--- src/rtl/pfd_sync_lock.sv ---
// Clock-sampled phase-frequency detector: divides ref/fb, measures signed phase error
// in clk cycles and tracks lock with hysteresis and cycle-slip detection.
module pfd_sync_lock #(
  parameter int DIV_W        = 16,
  parameter int ERR_W        = 16,
  parameter int LOCK_TOL     = 4,
  parameter int LOCK_COUNT   = 32,
  parameter int UNLOCK_COUNT = 4
) (
  input  logic                    clk,
  input  logic                    reset,
  input  logic                    enable,
  input  logic                    ref_in,
  input  logic                    fb_in,
  input  logic [DIV_W-1:0]        ref_div,
  input  logic [DIV_W-1:0]        fb_div,
  output logic                    up,
  output logic                    down,
  output logic signed [ERR_W-1:0] phase_err,
  output logic                    err_valid,
  output logic                    cycle_slip,
  output logic                    lock
);
  localparam int CNT_W  = ERR_W - 1;
  localparam int GOOD_W = $clog2(LOCK_COUNT + 1);
  localparam int BAD_W  = $clog2(UNLOCK_COUNT + 1);
  localparam logic [CNT_W-1:0] CNT_MAX = '1;

  typedef enum logic [1:0] {PFD_IDLE, PFD_UP, PFD_DOWN} pfd_state_t;
  typedef enum logic {LK_UNLOCKED, LK_LOCKED} lock_state_t;

  logic [2:0]       ref_sync, fb_sync;
  logic             ref_pulse, fb_pulse;
  logic [DIV_W-1:0] ref_cnt, fb_cnt, ref_div_q, fb_div_q, ref_div_eff, fb_div_eff;
  logic             ref_ev, fb_ev;

  pfd_state_t       state, state_next;
  logic [CNT_W-1:0] cnt, cnt_next, cnt_inc, close_mag;
  logic             close, close_neg, slip;

  lock_state_t       lk_state, lk_next;
  logic [GOOD_W-1:0] good_cnt, good_next;
  logic [BAD_W-1:0]  bad_cnt, bad_next;
  logic [ERR_W-1:0]  err_abs;
  logic              good;

  function automatic logic [DIV_W-1:0] nonzero_div(input logic [DIV_W-1:0] d);
    return (d == '0) ? DIV_W'(1) : d;
  endfunction

  // Bit 0/1 form the synchroniser, bit 2 is the history used for rising-edge detect.
  always_ff @(posedge clk or posedge reset) begin
    if (reset) begin
      ref_sync  <= '0;
      fb_sync   <= '0;
      ref_pulse <= 1'b0;
      fb_pulse  <= 1'b0;
    end else begin
      ref_sync  <= {ref_sync[1:0], ref_in};
      fb_sync   <= {fb_sync[1:0], fb_in};
      ref_pulse <= enable & ref_sync[1] & ~ref_sync[2];
      fb_pulse  <= enable & fb_sync[1] & ~fb_sync[2];
    end
  end

  // At the start of a period the live ratio applies; mid-period the latched one does.
  always_comb begin
    ref_div_eff = (ref_cnt == '0) ? nonzero_div(ref_div) : ref_div_q;
    fb_div_eff  = (fb_cnt == '0) ? nonzero_div(fb_div) : fb_div_q;
    ref_ev      = ref_pulse && (ref_cnt == (ref_div_eff - DIV_W'(1)));
    fb_ev       = fb_pulse && (fb_cnt == (fb_div_eff - DIV_W'(1)));
  end

  always_ff @(posedge clk or posedge reset) begin
    if (reset) begin
      ref_cnt   <= '0;
      fb_cnt    <= '0;
      ref_div_q <= DIV_W'(1);
      fb_div_q  <= DIV_W'(1);
    end else if (!enable) begin
      ref_cnt <= '0;
      fb_cnt  <= '0;
    end else begin
      if (ref_pulse) begin
        if (ref_cnt == '0) ref_div_q <= ref_div_eff;
        ref_cnt <= ref_ev ? '0 : ref_cnt + DIV_W'(1);
      end
      if (fb_pulse) begin
        if (fb_cnt == '0) fb_div_q <= fb_div_eff;
        fb_cnt <= fb_ev ? '0 : fb_cnt + DIV_W'(1);
      end
    end
  end

  // The closing cycle itself is counted, so the error is the incremented count.
  always_comb begin
    cnt_inc    = (cnt == CNT_MAX) ? cnt : cnt + CNT_W'(1);
    state_next = state;
    cnt_next   = cnt;
    close      = 1'b0;
    close_neg  = 1'b0;
    close_mag  = '0;
    slip       = 1'b0;
    case (state)
      PFD_IDLE: begin
        cnt_next = '0;
        if (ref_ev && fb_ev) close = 1'b1;
        else if (ref_ev) state_next = PFD_UP;
        else if (fb_ev) state_next = PFD_DOWN;
      end
      PFD_UP: begin
        cnt_next = cnt_inc;
        if (fb_ev) begin
          close     = 1'b1;
          close_mag = cnt_inc;
          if (ref_ev) cnt_next = '0;
          else state_next = PFD_IDLE;
        end else if (ref_ev) begin
          slip = 1'b1;
        end
      end
      PFD_DOWN: begin
        cnt_next = cnt_inc;
        if (ref_ev) begin
          close     = 1'b1;
          close_neg = 1'b1;
          close_mag = cnt_inc;
          if (fb_ev) cnt_next = '0;
          else state_next = PFD_IDLE;
        end else if (fb_ev) begin
          slip = 1'b1;
        end
      end
      default: state_next = PFD_IDLE;
    endcase
    if (!enable) begin
      state_next = PFD_IDLE;
      cnt_next   = '0;
      close      = 1'b0;
      slip       = 1'b0;
    end
  end

  always_ff @(posedge clk or posedge reset) begin
    if (reset) begin
      state      <= PFD_IDLE;
      cnt        <= '0;
      up         <= 1'b0;
      down       <= 1'b0;
      phase_err  <= '0;
      err_valid  <= 1'b0;
      cycle_slip <= 1'b0;
    end else begin
      state      <= state_next;
      cnt        <= cnt_next;
      up         <= (state_next == PFD_UP);
      down       <= (state_next == PFD_DOWN);
      err_valid  <= close;
      cycle_slip <= slip;
      if (close)
        phase_err <= close_neg ? -$signed({1'b0, close_mag}) : $signed({1'b0, close_mag});
    end
  end

  // Lock hysteresis: LOCK_COUNT goods in a row to lock, UNLOCK_COUNT bads or a slip to drop.
  always_comb begin
    err_abs   = phase_err[ERR_W-1] ? -phase_err : phase_err;
    good      = (err_abs <= ERR_W'(LOCK_TOL));
    lk_next   = lk_state;
    good_next = good_cnt;
    bad_next  = bad_cnt;
    case (lk_state)
      LK_UNLOCKED: begin
        if (cycle_slip) begin
          good_next = '0;
        end else if (err_valid) begin
          if (!good) begin
            good_next = '0;
          end else if (good_cnt == GOOD_W'(LOCK_COUNT - 1)) begin
            lk_next   = LK_LOCKED;
            good_next = '0;
            bad_next  = '0;
          end else begin
            good_next = good_cnt + GOOD_W'(1);
          end
        end
      end
      LK_LOCKED: begin
        if (cycle_slip) begin
          lk_next   = LK_UNLOCKED;
          good_next = '0;
          bad_next  = '0;
        end else if (err_valid) begin
          if (good) begin
            bad_next = '0;
          end else if (bad_cnt == BAD_W'(UNLOCK_COUNT - 1)) begin
            lk_next   = LK_UNLOCKED;
            good_next = '0;
            bad_next  = '0;
          end else begin
            bad_next = bad_cnt + BAD_W'(1);
          end
        end
      end
      default: lk_next = LK_UNLOCKED;
    endcase
    if (!enable) begin
      lk_next   = LK_UNLOCKED;
      good_next = '0;
      bad_next  = '0;
    end
  end

  always_ff @(posedge clk or posedge reset) begin
    if (reset) begin
      lk_state <= LK_UNLOCKED;
      good_cnt <= '0;
      bad_cnt  <= '0;
      lock     <= 1'b0;
    end else begin
      lk_state <= lk_next;
      good_cnt <= good_next;
      bad_cnt  <= bad_next;
      lock     <= (lk_next == LK_LOCKED);
    end
  end

endmodule

--- config.mk ---
export PLATFORM = sky130hd
export DESIGN_NAME = pfd_sync_lock
export DESIGN_NICKNAME = d
export VERILOG_FILES = /design/src/rtl/pfd_sync_lock.sv
export SDC_FILE = /design/constraint.sdc
export NUM_CORES = 1
export LEC_CHECK = 0
export ABC_AREA = 1
export CAP_MARGIN = 40
export CORE_AREA = 2 2 162 164
export DETAILED_ROUTE_END_ITERATION = 12
export DIE_AREA = 0 0 164 166
export RECOVER_POWER = 25
export SETUP_SLACK_MARGIN = 0.1
export SLEW_MARGIN = 40
export SYNTH_ARGS = -nofsm -noshare
export SYNTH_HDL_FRONTEND = slang
export SYNTH_SLANG_ARGS = --single-unit
--- constraint.sdc ---
create_clock -name clk -period 3.8 [get_ports clk]
set_clock_uncertainty 0.05 [all_clocks]
set_input_delay 0.76 -clock clk [delete_from_list [all_inputs] [get_ports clk]]
set_output_delay 0.76 -clock clk [all_outputs]
set_load 0.02 [all_outputs]
==> metrics.md, run 1 <==
| Metric | Value |
|---|---|
| Worst hold path type | `reg -> reg` |
| Sink Count | `119` |
| Crit share post-route | `103%` |
| Ys flop type | `dfrtp_1` |
| Netlist Area Pre-Place | `0.00908 sq mm` |
| Htree depth | `4` |
| Slack of the critical path | `-0.104 ns` |
| Clock Tree Root | `clkbuf_16` |
| Most Frequent Cell on Critical Path | `nand2_1` |
| Synth top area share | `about a third` |
| Area contributors post-synth | `dfrtp_1, nand2_1, inv_1` |
| Syn avg cell area | `about 6.6 sq um` |
| Slew margin rel. | `-12.7%` |
| Antenna violations before repair | `0` |
| Library cells used by synthesis | `53` |
| CTS Hold Bufs | `0` |
| Nets@finish | `1687` |
| Switching power total | `~1.1 mW` |
| Overall power | `3.74 mW` |
| Post-DRT Antenna Nets | `0` |
| IO Port Bufs | `57` |
| WL/cell | `roughly 13 um` |
| Core Area | `roughly 0.026 sq mm` |
| Total grt overflow | `0` |
| Most frequent cells after synthesis | `nand2_1, inv_1, nor2_1` |
| # Max-Cap Violations | `1` |
| Area grow syn2layout | `36.8%` |
| CP required | `approximately 4.1 ns` |
| CP arrival | `roughly 4.2 ns` |
| Clock Pin Slew Worst Setup and Hold Paths | `approximately 0.060 ns` |
| Path type of the worst setup path | `reg -> reg` |
| Endpoints failing setup | `13` |
| Vias in the first global route | `a little over 9k` |
| Worst R2R Path Depth | `31` |
| Vias per cell | `a little under 5` |
| Post-Synthesis Cells | `around 1.4k` |
| Failing checks | `capacitance limit, slew limit, setup timing` |
| Post-synth EDFFs | `0` |
| Pins Over Slew Limit | `78` |
| CTS tree | `built` |
| Drc violations | `0` |
| Dpl ws | `-0.562 ns` |
| Worst skew pair latency | `about 0.43 ns` |
| Measured slew at the worst slew-check pin | `around 1.7 ns` |
| Slowest cell on the critical path | `dfrtp_1` |
| IO Count | `58` |
| Final hold vios | `0` |
| P per Cell Area | `approximately 300 mW/mm^2` |
| Part of the power in registers | `a little under two fifths` |
| First-pass GRT wire length | `between 40 and 50 mm` |
| Max FO, Critical Path | `6` |
| Crit path launch type | `flip-flop` |
| Die Ht | `~170 um` |
| Net Sw Frac | `between 20 and 30%` |
| P_int | `between 2 and 3 mW` |
| Initial core utilization | `35.4%` |
| Status | `complete, but fails checks` |
| GP Congestion | `approximately 0.89` |
| Leading area contributor after synthesis | `dfrtp_1` |
| Gate power share | `a little under a fifth` |
| Critical R2R Launch | `fb_cnt[1]$_DFFE_PP0P_` |
| Crit path capture | `phase_err[4]$_DFFE_PP0P_` |
| DR pass1 iterations | `7` |
| Capturing point of the worst reg2reg path | `phase_err[4]$_DFFE_PP0P_` |
| Clock Power Share | `between 40 and 50%` |
| Asr flop ratio synth | `100%` |
| Worst Setup End Kind | `flip-flop` |
| YS warnings | `0` |
| RSZ-0062 raised after global routing | `true` |
| DIE AREA | `0.0272 sq mm` |
| Filler cell count | `roughly 2.6k` |
| Seq cells post-synth | `roughly 120` |
| Count leader, synth | `nand2_1` |
| Iter 0 DRT Violations | `626` |
| Layout cells sized above 1 | `22.4%` |
| Pin count of the biggest net entering global routing | `between 70 and 80` |
| Syn Nets | `between 1k and 1.5k` |
| Total Routing Usage GR | `roughly a fifth` |
| FF-to-FF setup slack | `-0.10 ns` |
| N_diodes | `0` |
| Fmax | `0.256 GHz` |
| CTS buffer count | `17` |
| Final WL | `about 27 mm` |
| Hpwl dp | `~21 mm` |
| Critical path origin | `fb_cnt[1]$_DFFE_PP0P_` |
| Seq/Total Area, Yosys | `between 30 and 40%` |
| FP Rows | `between 50 and 60` |
| Minimum clock period | `roughly 3.9 ns` |
| Die W | `roughly 160 um` |
| DR vias | `~9.6k` |
| Peak VDD IR | `228 uV` |
| Leakage power | `6.02 nW` |
| Clk buf depth | `2` |
| Worst path max stage delay | `roughly 0.4 ns` |
[power groups by stage]
stage / Clock (mW) / Sequential [mW] / Combinational (mW)
detailed placement: 0 / 1.43 / 0.685
CTS: 1.66 / 1.41 / 0.710
global placement: 0 / 1.43 / 0.677
floorplan: 0 / 1.42 / 0.399
finish: 1.62 / 1.41 / 0.709
global route: 1.71 / 1.42 / 0.805
[what timing repair did]
item,4_1_cts,5_1_grt
cloned,0,0
gates resized for setup,26,53
pin swaps,30,33
setup endpoints to repair,17,41
buffers inserted,15,6
[metrics by stage]
| step | hold WS [ns] | instances | instance area, sq um | setup TNS, ns | util [%] |
|---|---|---|---|---|---|
| after floorplan | 0.281 | 1377 | 9130 | 0 | - |
| after global placement | 0.288 | 1931 | 11400 | -8.56 | 44.6 |
| after detailed placement | 0.290 | 1931 | 11400 | -10.25 | 44.6 |
| after CTS | 0.309 | 1978 | 12200 | -0.0244 | 47.6 |
| after global routing | 0.320 | 1984 | 12400 | -6.65 | 48.5 |
| final | 0.306 | 1984 | 12400 | -0.728 | 48.5 |
[cells by family after synthesis]
| group | synth area share, % |
|---|---|
| xor+xnor | 4.54 |
| fa+ha+maj | 1.93 |
| flops | 32.8 |
| simple gates | 39.9 |
| buf+inv | 9.84 |
| compound gates | 11.0 |
[cells in the final DEF (no fill, tap or decap), types with 6 or more instances in the layout]
cell	n
nand2_1	350
buf_4	191
inv_1	186
nor2_1	161
nand3_1	135
dfrtp_1	117
clkdlybuf4s50_1	53
a21oi_1	50
o21ai_0	50
xor2_1	41
nand2_2	31
o22ai_1	26
nand4_1	23
nor2_2	23
nor2_4	23
nor3_1	17
clkbuf_16	17
inv_2	16
ha_1	10
nor4_1	9
o32ai_1	7
buf_6	7
nand2_4	6
o21ai_1	6
[registers in the layout, indices dropped and copies added (netlist names)]
| register | count |
|---|---|
| cnt | 15 |
| cycle_slip | 1 |
| ref_div_q | 16 |
| err_valid | 1 |
| phase_err | 16 |
| down | 1 |
| fb_div_q | 16 |
| state | 2 |
| ref_sync | 3 |
| fb_cnt | 16 |
| fb_sync | 3 |
| ref_cnt | 16 |
| good_cnt | 6 |
| ref_pulse | 1 |
| up | 1 |
| bad_cnt | 3 |
| fb_pulse | 1 |
| lk_state | 1 |
[worst max-delay path, delay by kind of cell (launching register included)]
kind | cells | cell delay [ns]
adder cells (fa/ha/maj) | 2 | 0.34
AO/OA/AOI/OAI | 2 | 0.30
XOR/XNOR | 1 | 0.15
AND/OR/NAND/NOR | 19 | 1.76
buffers and inverters | 7 | 0.81
flip-flops | 1 | 0.40
[cell type report]
| cell class | count | area, sq um | area share, % |
|---|---|---|---|
| Timing Repair Buffer | 261 | 2160 | 17.4 |
| Clock inverter | 14 | 150 | 1.21 |
| Inverter | 205 | 771 | 6.21 |
| Tap cell | 335 | 419 | 3.38 |
| Multi-Input combinational cell | 1032 | 5510 | 44.4 |
| Clock buffer | 18 | 429 | 3.46 |
| Sequential cell | 119 | 2980 | 24.0 |
[routing by layer]
metal / track usage (%) / wire [um] / vias up
met4: 5.45 / 472 / 0
met1: 26.3 / 12300 / 4457
met2: 33.9 / 12900 / 181
met5: 0 / 0 / -
li1: - / - / 4965
met3: 3.42 / 979 / 37
[worst min path at each step]
stage               cells past startpoint  slack [ns]                     to                   from
finish                                  0        0.31  ref_sync[1]$_DFF_PP0_  ref_sync[0]$_DFF_PP0_
global route                            0        0.32  ref_sync[1]$_DFF_PP0_  ref_sync[0]$_DFF_PP0_
CTS                                     0        0.31  ref_sync[1]$_DFF_PP0_  ref_sync[0]$_DFF_PP0_
detailed placement                      0        0.29   fb_sync[1]$_DFF_PP0_   fb_sync[0]$_DFF_PP0_
floorplan                               0        0.28   fb_sync[1]$_DFF_PP0_   fb_sync[0]$_DFF_PP0_
global placement                        0        0.29   fb_sync[1]$_DFF_PP0_   fb_sync[0]$_DFF_PP0_
No activity file was read; power rests on OpenSTA's default activity.
==> run 2: changes to the inputs <==
==> constraint.sdc (replaced) <==
create_clock -name clk -period 3.55 [get_ports clk]
set_clock_uncertainty 0.05 [all_clocks]
set_input_delay 0.71 -clock clk [delete_from_list [all_inputs] [get_ports clk]]
set_output_delay 0.71 -clock clk [all_outputs]
set_load 0.02 [all_outputs]
==> run 2 against run 1 <==
Against the previous run:
- the flow finishes with violations (setup timing)
- final cell count up 3.5%
- global-route usage is 1.1 points higher
- die area is the same
- hold slack worse by 0.0078 ns
- register-to-register slack got worse by 0.20 ns
- wire length is 8.0% higher
- critical path depth decreased by 1
- clock-buffer cell count rose by 6
- clock power barely moved
- sequential cell count is the same
- first-iteration DRC count grew 7.0%
==> metrics.md, run 2 (synthesized netlist as in run 1, its figures left out) <==
| Metric | Value |
|---|---|
| Max FO, Critical Path | `7` |
| RSZ-0062 raised after global routing | `true` |
| Peak VDD IR | `258 uV` |
| Iter 0 DRT Violations | `between 600 and 700` |
| Total Routing Usage GR | `approximately a fifth` |
| Failing checks | `setup timing` |
| DR pass1 iterations | `5` |
| Initial core utilization | `35.4%` |
| DR vias | `approximately 10k` |
| Slew margin rel. | `roughly 1.6%` |
| CTS tree | `built` |
| Slowest cell on the critical path | `dfrtp_1` |
| Final hold vios | `0` |
| IO Count | `58` |
| Total negative slack | `-4.49 ns` |
| Endpoints failing setup | `34` |
| CTS buffer count | `17` |
| Dpl ws | `-0.755 ns` |
| Hpwl dp | `around 21 mm` |
| Core Area | `about 0.026 sq mm` |
| Sink Count | `roughly 120` |
| Antenna violations before repair | `0` |
| CP required | `approximately 3.8 ns` |
| Worst path max stage delay | `between 0.3 and 0.4 ns` |
| Clk buf depth | `2` |
| Clock Pin Slew Worst Setup and Hold Paths | `around 0.050 ns` |
| GP Congestion | `0.914` |
| Vias per cell | `4.97` |
| Worst hold path type | `reg -> reg` |
| Minimum clock period | `about 3.9 ns` |
| N_diodes | `0` |
| Leakage power | `around 6.5 nW` |
| Measured slew at the worst slew-check pin | `1.48 ns` |
| Vias in the first global route | `10.0k` |
| Pin count of the biggest net entering global routing | `73` |
| Slack of the critical path | `-0.308 ns` |
| Htree depth | `4` |
| Drc violations | `0` |
| Clock Tree Root | `clkbuf_16` |
| Area grow syn2layout | `48.4%` |
| Overall power | `4.04 mW` |
| Most frequent cells in the layout | `nand2_1, buf_4, inv_1` |
| CP arrival | `~4.1 ns` |
| First-pass GRT wire length | `between 40 and 50 mm` |
| Post-DRT Antenna Nets | `0` |
| Crit path launch type | `flip-flop` |
| Filler cell count | `between 2k and 2.5k` |
| P per Cell Area | `approximately 300 mW/mm^2` |
| Layout cells sized above 1 | `30.6%` |
| Most Frequent Cell on Critical Path | `nand2_2` |
| Nets@finish | `~1.8k` |
| # Max-Cap Violations | `0` |
| Total grt overflow | `0` |
| Crit share post-route | `109%` |
| FP Rows | `59` |
| Most common cell after layout, fill and taps aside | `nand2_1` |
| Pins Over Slew Limit | `0` |
| Status | `complete, but fails checks` |
| CTS Hold Bufs | `0` |
| Die W | `164 um` |
| Path type of the worst setup path | `reg -> reg` |
| WL/cell | `14.0 um` |
| Worst Setup End Kind | `flip-flop` |
| Final WL | `roughly 29 mm` |
| Worst skew pair latency | `roughly 0.42 ns` |
| Die Ht | `166 um` |
| Fmax | `0.259 GHz` |
| IO Port Bufs | `57` |
| DIE AREA | `0.0272 sq mm` |
-- run 2: cell count changes in the layout (fill, tap and decap cells not counted), moves of 6 or more --
cell | before | now
nand3_1 | 135 | 123
buf_6 | 7 | 14
a21oi_1 | 50 | 43
nor2_4 | 23 | 36
nor2_1 | 161 | 143
inv_2 | 16 | 23
nand2_2 | 31 | 57
buf_4 | 191 | 252
nand2_1 | 350 | 319
nand3_2 | 4 | 15
nor2_2 | 23 | 29
a21oi_2 | 2 | 9
inv_1 | 186 | 177
-- run 2: final cells by class --
| class | instances | area (sq um) | share of cell area, % |
|---|---|---|---|
| Tap cell | 335 | 419 | 3.11 |
| Timing Repair Buffer | 333 | 2790 | 20.7 |
| Clock inverter | 4 | 45.0 | 0.334 |
| Clock buffer | 24 | 502 | 3.72 |
| Multi-Input combinational cell | 1033 | 5960 | 44.2 |
| Inverter | 205 | 778 | 5.78 |
| Sequential cell | 119 | 2980 | 22.1 |
-- run 2: power breakdown --
group | internal (mW) | switching (mW)
registers | 1.46 | 0.0567
clock network | 1.04 | 0.618
logic | 0.403 | 0.469
-- run 2: final timing paths --
path                                             from                  endpoint  slack [ns]  cells past startpoint
worst min-delay path             fb_sync[0]$_DFF_PP0_      fb_sync[1]$_DFF_PP0_        0.30                      0
worst max-delay path            fb_cnt[1]$_DFFE_PP0P_  phase_err[4]$_DFFE_PP0P_       -0.31                     30
max in group asynchronous                       reset  ref_div_q[3]$_DFFE_PP0P_        0.71                      3
worst max register to register  fb_cnt[1]$_DFFE_PP0P_  phase_err[4]$_DFFE_PP0P_       -0.31                     30
min in group asynchronous                       reset   fb_div_q[2]$_DFFE_PP0P_        0.90                      2
worst min register to register   fb_sync[0]$_DFF_PP0_      fb_sync[1]$_DFF_PP0_        0.30                      0
-- run 2: critical path: cells and delay by family, from the launching register on --
family	cells	cell delay, ns
buffers and inverters	6	0.61
flip-flops	1	0.38
AO/OA/AOI/OAI	3	0.39
adder cells (fa/ha/maj)	3	0.47
XOR/XNOR	1	0.17
AND/OR/NAND/NOR	17	1.67
-- run 2: stage by stage --
| step | instances | util [%] | hold slack [ns] | area [sq um] |
|---|---|---|---|---|
| 2_1_floorplan | 1377 | - | 0.281 | 9170 |
| 3_3_place_gp | 1987 | 46.4 | 0.285 | 11900 |
| 3_5_place_dp | 1987 | 46.4 | 0.289 | 11900 |
| 4_1_cts | 2038 | 49.8 | 0.301 | 12700 |
| 5_1_grt | 2053 | 52.6 | 0.317 | 13500 |
| 6_report | 2053 | 52.6 | 0.298 | 13500 |
-- run 2: timing repair --
| action | CTS | global route |
|---|---|---|
| gates cloned | 1 | 4 |
| pin swaps | 32 | 66 |
| resized for setup | 38 | 154 |
| buffers inserted | 22 | 11 |
| endpoints found under the setup margin | 41 | 72 |
-- run 2: routing by layer --
layer	wire, um	GRT usage (%)	share of wire [%]	up-vias
met2	14300	36.8	50	243
met5	0	0	0	-
li1	-	-	-	5110
met3	1250	3.27	4.3	37
met1	12700	27.0	44	4805
met4	490	6.25	1.7	0
